### config.mk
export PLATFORM = sky130hd
export DESIGN_NAME = fp_unpack_seq
export DESIGN_NICKNAME = d
export VERILOG_FILES = /design/src/rtl/fp_unpack_pkg.sv /design/src/rtl/lzc53.sv /design/src/rtl/fp_unpack_seq.sv
export SDC_FILE = /design/constraint.sdc
export NUM_CORES = 1
export LEC_CHECK = 0
export ABC_AREA = 1
export ABC_CLOCK_PERIOD_IN_PS = 4950
export CORE_MARGIN = 4
export CORE_UTILIZATION = 49
export CTS_CLUSTER_DIAMETER = 100
export DETAILED_ROUTE_END_ITERATION = 16
export PLACE_DENSITY = 0.78
export SYNTH_ARGS = -nofsm -noshare
export SYNTH_HDL_FRONTEND = slang
export SYNTH_SLANG_ARGS = --single-unit
### constraint.sdc
create_clock -name clk -period 4.95 [get_ports clk]
set_clock_uncertainty 0.15 [all_clocks]
set_input_delay 0.495 -clock clk [delete_from_list [all_inputs] [get_ports clk]]
set_output_delay 0.495 -clock clk [all_outputs]
set_load 0.02 [all_outputs]
### src/rtl/fp_unpack_pkg.sv
// Shared types and constants for the IEEE-754 unpack/normalise sequencer.
// fp_decode splits a left-aligned operand into sign, biased-removed exponent and significand.
package fp_unpack_pkg;

    typedef enum logic [1:0] {
        FMT_HALF     = 2'b00,
        FMT_SINGLE   = 2'b01,
        FMT_DOUBLE   = 2'b10,
        FMT_DOUBLE_X = 2'b11
    } fmt_e;

    typedef enum logic [1:0] {
        ST_IDLE = 2'b00,
        ST_NORM = 2'b01,
        ST_DONE = 2'b10
    } state_e;

    localparam int EXP_W_H  = 5;
    localparam int EXP_W_S  = 8;
    localparam int EXP_W_D  = 11;
    localparam int FRAC_W_H = 10;
    localparam int FRAC_W_S = 23;
    localparam int FRAC_W_D = 52;
    localparam int BIAS_H   = 15;
    localparam int BIAS_S   = 127;
    localparam int BIAS_D   = 1023;

    localparam int SIG_W  = 53;
    localparam int EXPB_W = 12;
    localparam int LZC_W  = 6;

    typedef struct packed {
        logic                     sign;
        logic signed [EXPB_W-1:0] exp;
        logic [SIG_W-1:0]         sig;
        logic                     e_z;
        logic                     e_inf;
        logic                     frac_nz;
        logic                     frac_msb;
    } dec_t;

    function automatic dec_t fp_decode(input logic [63:0] fp, input fmt_e fmt);
        dec_t        d;
        logic [10:0] field;
        logic [10:0] ones;
        logic [10:0] bias;
        logic [10:0] field_adj;
        logic [51:0] frac;
        case (fmt)
            FMT_HALF: begin
                field = 11'(fp[62 -: EXP_W_H]);
                ones  = 11'((1 << EXP_W_H) - 1);
                bias  = 11'(BIAS_H);
                frac  = {fp[62-EXP_W_H -: FRAC_W_H], {(FRAC_W_D-FRAC_W_H){1'b0}}};
            end
            FMT_SINGLE: begin
                field = 11'(fp[62 -: EXP_W_S]);
                ones  = 11'((1 << EXP_W_S) - 1);
                bias  = 11'(BIAS_S);
                frac  = {fp[62-EXP_W_S -: FRAC_W_S], {(FRAC_W_D-FRAC_W_S){1'b0}}};
            end
            default: begin
                field = fp[62 -: EXP_W_D];
                ones  = 11'((1 << EXP_W_D) - 1);
                bias  = 11'(BIAS_D);
                frac  = fp[62-EXP_W_D -: FRAC_W_D];
            end
        endcase
        d.sign     = fp[63];
        d.e_z      = (field == 11'd0);
        d.e_inf    = (field == ones);
        // Denormals share the minimum normal exponent (field treated as 1).
        field_adj  = d.e_z ? 11'd1 : field;
        d.exp      = $signed({1'b0, field_adj}) - $signed({1'b0, bias});
        d.sig      = {~d.e_z, frac};
        d.frac_nz  = |frac;
        d.frac_msb = frac[51];
        return d;
    endfunction

endpackage

### src/rtl/lzc53.sv
// Leading-zero count of a 53-bit significand; an all-zero input reports 53.
module lzc53
    import fp_unpack_pkg::*;
(
    input  logic [SIG_W-1:0] i_val,
    output logic [LZC_W-1:0] o_cnt
);

    always_comb begin
        o_cnt = LZC_W'(SIG_W);
        // Ascending scan: the highest set bit is the last to assign.
        for (int i = 0; i < SIG_W; i++) begin
            if (i_val[i]) o_cnt = LZC_W'(SIG_W - 1 - i);
        end
    end

endmodule

### src/rtl/fp_unpack_seq.sv
// Unpacks a half/single/double operand into sign, unbiased exponent and 53-bit significand,
// normalising denormals over several cycles with a bounded shift per cycle.
//
// state | meaning
// IDLE  | no result held, ready for an operand
// NORM  | denormal significand being shifted toward f[52]
// DONE  | result valid; may hand off and take the next operand in the same cycle
module fp_unpack_seq
    import fp_unpack_pkg::*;
#(
    parameter int EOUT      = 13,
    parameter int NORM_STEP = 8
) (
    input  logic                   clk,
    input  logic                   rst,
    input  logic                   in_valid,
    output logic                   in_ready,
    input  logic [63:0]            fp,
    input  logic [1:0]             fmt,
    output logic                   out_valid,
    input  logic                   out_ready,
    output logic                   s,
    output logic signed [EOUT-1:0] e,
    output logic [SIG_W-1:0]       f,
    output logic                   e_z,
    output logic                   e_inf,
    output logic                   is_zero,
    output logic                   is_denorm,
    output logic                   is_inf,
    output logic                   is_nan,
    output logic                   is_snan
);

    localparam logic [LZC_W-1:0] STEP = LZC_W'(NORM_STEP);

    state_e                 r_state;
    state_e                 w_next;
    logic                   r_s;
    logic signed [EOUT-1:0] r_e;
    logic [SIG_W-1:0]       r_f;
    logic                   r_e_z;
    logic                   r_e_inf;
    logic                   r_is_zero;
    logic                   r_is_denorm;
    logic                   r_is_inf;
    logic                   r_is_nan;
    logic                   r_is_snan;

    dec_t                   w_dec;
    logic                   w_accept;
    logic                   w_dec_denorm;
    logic [LZC_W-1:0]       w_lz;
    logic                   w_big;
    logic [LZC_W-1:0]       w_shamt;
    logic signed [EOUT-1:0] w_shamt_e;
    logic signed [EOUT-1:0] w_base_e;

    assign w_dec        = fp_decode(fp, fmt_e'(fmt));
    assign w_dec_denorm = w_dec.e_z & w_dec.frac_nz;
    assign w_base_e     = {{(EOUT-EXPB_W){w_dec.exp[EXPB_W-1]}}, w_dec.exp};

    assign in_ready = ~rst & ((r_state == ST_IDLE) | ((r_state == ST_DONE) & out_ready));
    assign w_accept = in_valid & in_ready;

    lzc53 u_lzc (
        .i_val (r_f),
        .o_cnt (w_lz)
    );

    assign w_big     = (w_lz >= STEP);
    assign w_shamt   = w_big ? STEP : w_lz;
    assign w_shamt_e = {{(EOUT-LZC_W){1'b0}}, w_shamt};

    always_ff @(posedge clk or posedge rst) begin
        if (rst) r_state <= ST_IDLE;
        else     r_state <= w_next;
    end

    always_comb begin
        w_next = r_state;
        case (r_state)
            ST_IDLE: begin
                if (w_accept) w_next = w_dec_denorm ? ST_NORM : ST_DONE;
            end
            ST_NORM: begin
                if (!w_big) w_next = ST_DONE;
            end
            ST_DONE: begin
                if (w_accept)       w_next = w_dec_denorm ? ST_NORM : ST_DONE;
                else if (out_ready) w_next = ST_IDLE;
            end
            default: w_next = ST_IDLE;
        endcase
    end

    always_ff @(posedge clk or posedge rst) begin
        if (rst) begin
            r_s         <= 1'b0;
            r_e         <= '0;
            r_f         <= '0;
            r_e_z       <= 1'b0;
            r_e_inf     <= 1'b0;
            r_is_zero   <= 1'b0;
            r_is_denorm <= 1'b0;
            r_is_inf    <= 1'b0;
            r_is_nan    <= 1'b0;
            r_is_snan   <= 1'b0;
        end else if (w_accept) begin
            r_s         <= w_dec.sign;
            r_e         <= w_base_e;
            r_f         <= w_dec.sig;
            r_e_z       <= w_dec.e_z;
            r_e_inf     <= w_dec.e_inf;
            r_is_zero   <= w_dec.e_z & ~w_dec.frac_nz;
            r_is_denorm <= w_dec_denorm;
            r_is_inf    <= w_dec.e_inf & ~w_dec.frac_nz;
            r_is_nan    <= w_dec.e_inf & w_dec.frac_nz;
            r_is_snan   <= w_dec.e_inf & w_dec.frac_nz & ~w_dec.frac_msb;
        end else if (r_state == ST_NORM) begin
            r_f <= r_f << w_shamt;
            r_e <= r_e - w_shamt_e;
        end
    end

    assign out_valid = (r_state == ST_DONE);
    assign s         = r_s;
    assign e         = r_e;
    assign f         = r_f;
    assign e_z       = r_e_z;
    assign e_inf     = r_e_inf;
    assign is_zero   = r_is_zero;
    assign is_denorm = r_is_denorm;
    assign is_inf    = r_is_inf;
    assign is_nan    = r_is_nan;
    assign is_snan   = r_is_snan;

endmodule

==> flow_metrics.py <==
metrics = {
    "synthesis": {
        "ys_types": 42,
        "synthCells": 1410,
        "syn_area_um2": 8100,
        "ys_seq_elements": 76,
        "synthTopCellsByCount": "nand3_1, nand2_1, inv_1",
        "ys.flop_type": "dfrtp_1",
        "synth_enable_flop_cells": 0,
        "synth_top_area_share": 0.235,
        "synth_area_per_cell_um2": 5.75,
        "synth-seq-area-share": 0.235,
        "async_flop_share": 1.00,
        "yosys_warnings": 0,
        "synth_most_common_cell": "nand3_1",
        "synth_largest_area_cell": "dfrtp_1",
        "yosys-top-cells-area": "dfrtp_1, nand3_1, nand2_1",
    },
    "global_routing": {
        "grt_util_all_layers": 0.324,
        "grt_antenna_before_repair": 0,
        "grt_pass1_wl_um": 48800,
        "grt_pass1_vias": 9737,
        "grt.overflow.total": 0,
        "grt_max_degree": 72,
    },
    "power": {
        "p_leak_nw": 5.22,
        "power_density_nw_per_um2": 640,
        "ir_drop_v": 0.000542,
    },
    "route": {
        "avgRoutedWirePerCell_um": 17.1,
        "num_vias": 10600,
        "drc": 0,
        "via_per_inst": 5.91,
        "drtPass1Iterations": 6,
        "initialDrtViolationCount": 1562,
        "wl_um": 30500,
        "ant_nets": 0,
    },
    "clock_tree": {
        "clk_pin_slew_worst_paths_ns": 0.06,
        "cts_sinks": 76,
        "clock_latency_ns": 0.36,
        "htreeDepth": 3,
        "cts_tree": "yes",
        "cts_buffer_depth": 2,
        "cts-root-buf": "clkbuf_16",
        "numCtsBuffers": 9,
    },
    "timing": {
        "worst_pin_slew_ns": 0.847,
        "maxSlewHeadroom": 0.433,
        "setup_ws_ns": -0.575,
        "rsz0062_at_grt": "true",
        "setup_viol": 12,
        "tns_ns": -2.83,
        "min_period_ns": 5.53,
        "clock.fmax_mhz": 181,
        "hold_viol": 0,
        "slew_viol_final": 0,
        "period_share": 1.12,
    },
    "floorplan": {
        "initial_core_util": 0.505,
        "die_w_um": 137,
        "ioPinCount": 146,
        "dieArea_um2": 18700,
        "die_h_um": 137,
        "rows": 46,
        "core_area_um2": 16100,
    },
    "place": {
        "dp_cells": 1759,
        "io_buffers": 145,
        "hpwl_um": 22100,
        "gp_routability_congestion": 0.987,
    },
    "worst_setup_path": {
        "cp.required_ns": 5.03,
        "cp_slowest_stage_delay_ns": 0.38,
        "cpMostUsedCell": "nand2_1",
        "slowest_stage": "dfrtp_2",
        "critPathKind": "reg -> reg",
        "startpoint_type": "flop",
        "worstSetupEndpointType": "flop",
        "worstPathArrival_ns": 5.61,
        "path_max_fanout": 2,
    },
    "layout": {
        "drive_gt1_frac": 0.0825,
        "fin_nets": 1652,
        "post-route-util": 0.655,
        "final_cells": 1791,
        "antenna_cells": 0,
        "area_growth_pct": 29.9,
    },
    "status": {
        "status": "complete, but fails checks",
        "failed_checks": "setup timing",
    },
    "min_path": {
        "hold_path.class": "reg -> reg",
    },
    "run": {
        "maxCapViolCount": 0,
    },
}
[through the flow]
stage          cell area [µm²]  hold slack (ns)  total power (W)  setup slack (ns)
5_1_grt                  10500            0.372          0.00732             -1.26
6_report                 10500            0.334          0.00674            -0.575
4_1_cts                  10400            0.340          0.00656            -0.396
3_5_place_dp             10000            0.317          0.00571            -0.496
2_1_floorplan             8140            0.393          0.00426            -0.179
3_3_place_gp             10000            0.316          0.00567            -0.333
[layout make-up]
type	count	area [µm²]
Clock buffer	13	260
Sequential cell	76	1910
Inverter	183	691
Clock inverter	3	68.8
Fill cell	1512	5530
Timing Repair Buffer	224	2060
Tap cell	216	270
Multi-Input combinational cell	1076	5270
[state kept, by name, summed over array words and instances (netlist names)]
register and cells:
is_denorm 1, e_inf 1, is_zero 1, e 13, is_inf 1, s 1
e_z 1, is_snan 1, f 53, is_nan 1, r_state 2
[cell families (layout without fill, tap and decap cells)]
kind of cell,count (synthesis),after routing,share of synthesized area
buf+inv,259,423,0.127
fa+ha+maj,12,12,0.0195
xor+xnor,7,7,0.00757
compound gates,169,169,0.125
simple gates,886,886,0.486
other cells,1,2,0.000463
flops,76,76,0.235
[final timing paths]
path	from	to	slack, ns	cells after the start
worst max-delay path	f[1]	e[12]	-0.58	72
worst min-delay path	s	s	0.33	2
worst max register to register	f[1]	e[12]	-0.58	72
worst min register to register	s	s	0.33	2
max in group asynchronous	rst	f[3]	3.19	4
min in group asynchronous	rst	e[5]	0.43	3
[layout by cell type (no fill, tap or decap), types with 23 or more instances in the layout]
cell type	instances
a21oi_1	46
buf_4	77
clkdlybuf4s50_1	145
dfrtp_1	72
inv_1	173
nand2_1	357
nand3_1	361
nand4_1	36
nor2_1	81
nor3_1	23
o21ai_0	52
[report_power, final]
part | switching [W] | internal [W]
registers | 0.000273 | 0.000873
clock network | 0.000286 | 0.000471
logic | 0.00302 | 0.00181
total | 0.00358 | 0.00316
[worst max-delay path, delay by kind of cell, from the launching register on]
kind / cells / cell delay [ns]
fa+ha+maj: 2 / 0.45
flops: 1 / 0.38
compound gates: 4 / 0.32
xor+xnor: 1 / 0.12
buf+inv: 7 / 0.44
simple gates: 58 / 3.55
[timing repair]
item,CTS,global route
resized for setup,9,11
setup buffers,8,8
hold endpoints to repair,0,0
setup endpoints to repair,8,65
pin swaps,15,10
hold buffers,0,0
[metal layers]
layer  routed length, µm  track usage
met3                2750       0.0467
met4                1040        0.132
met1               12800        0.436
met5                   0            0
met2               13900        0.522
Power figures use the tool's default switching activity.
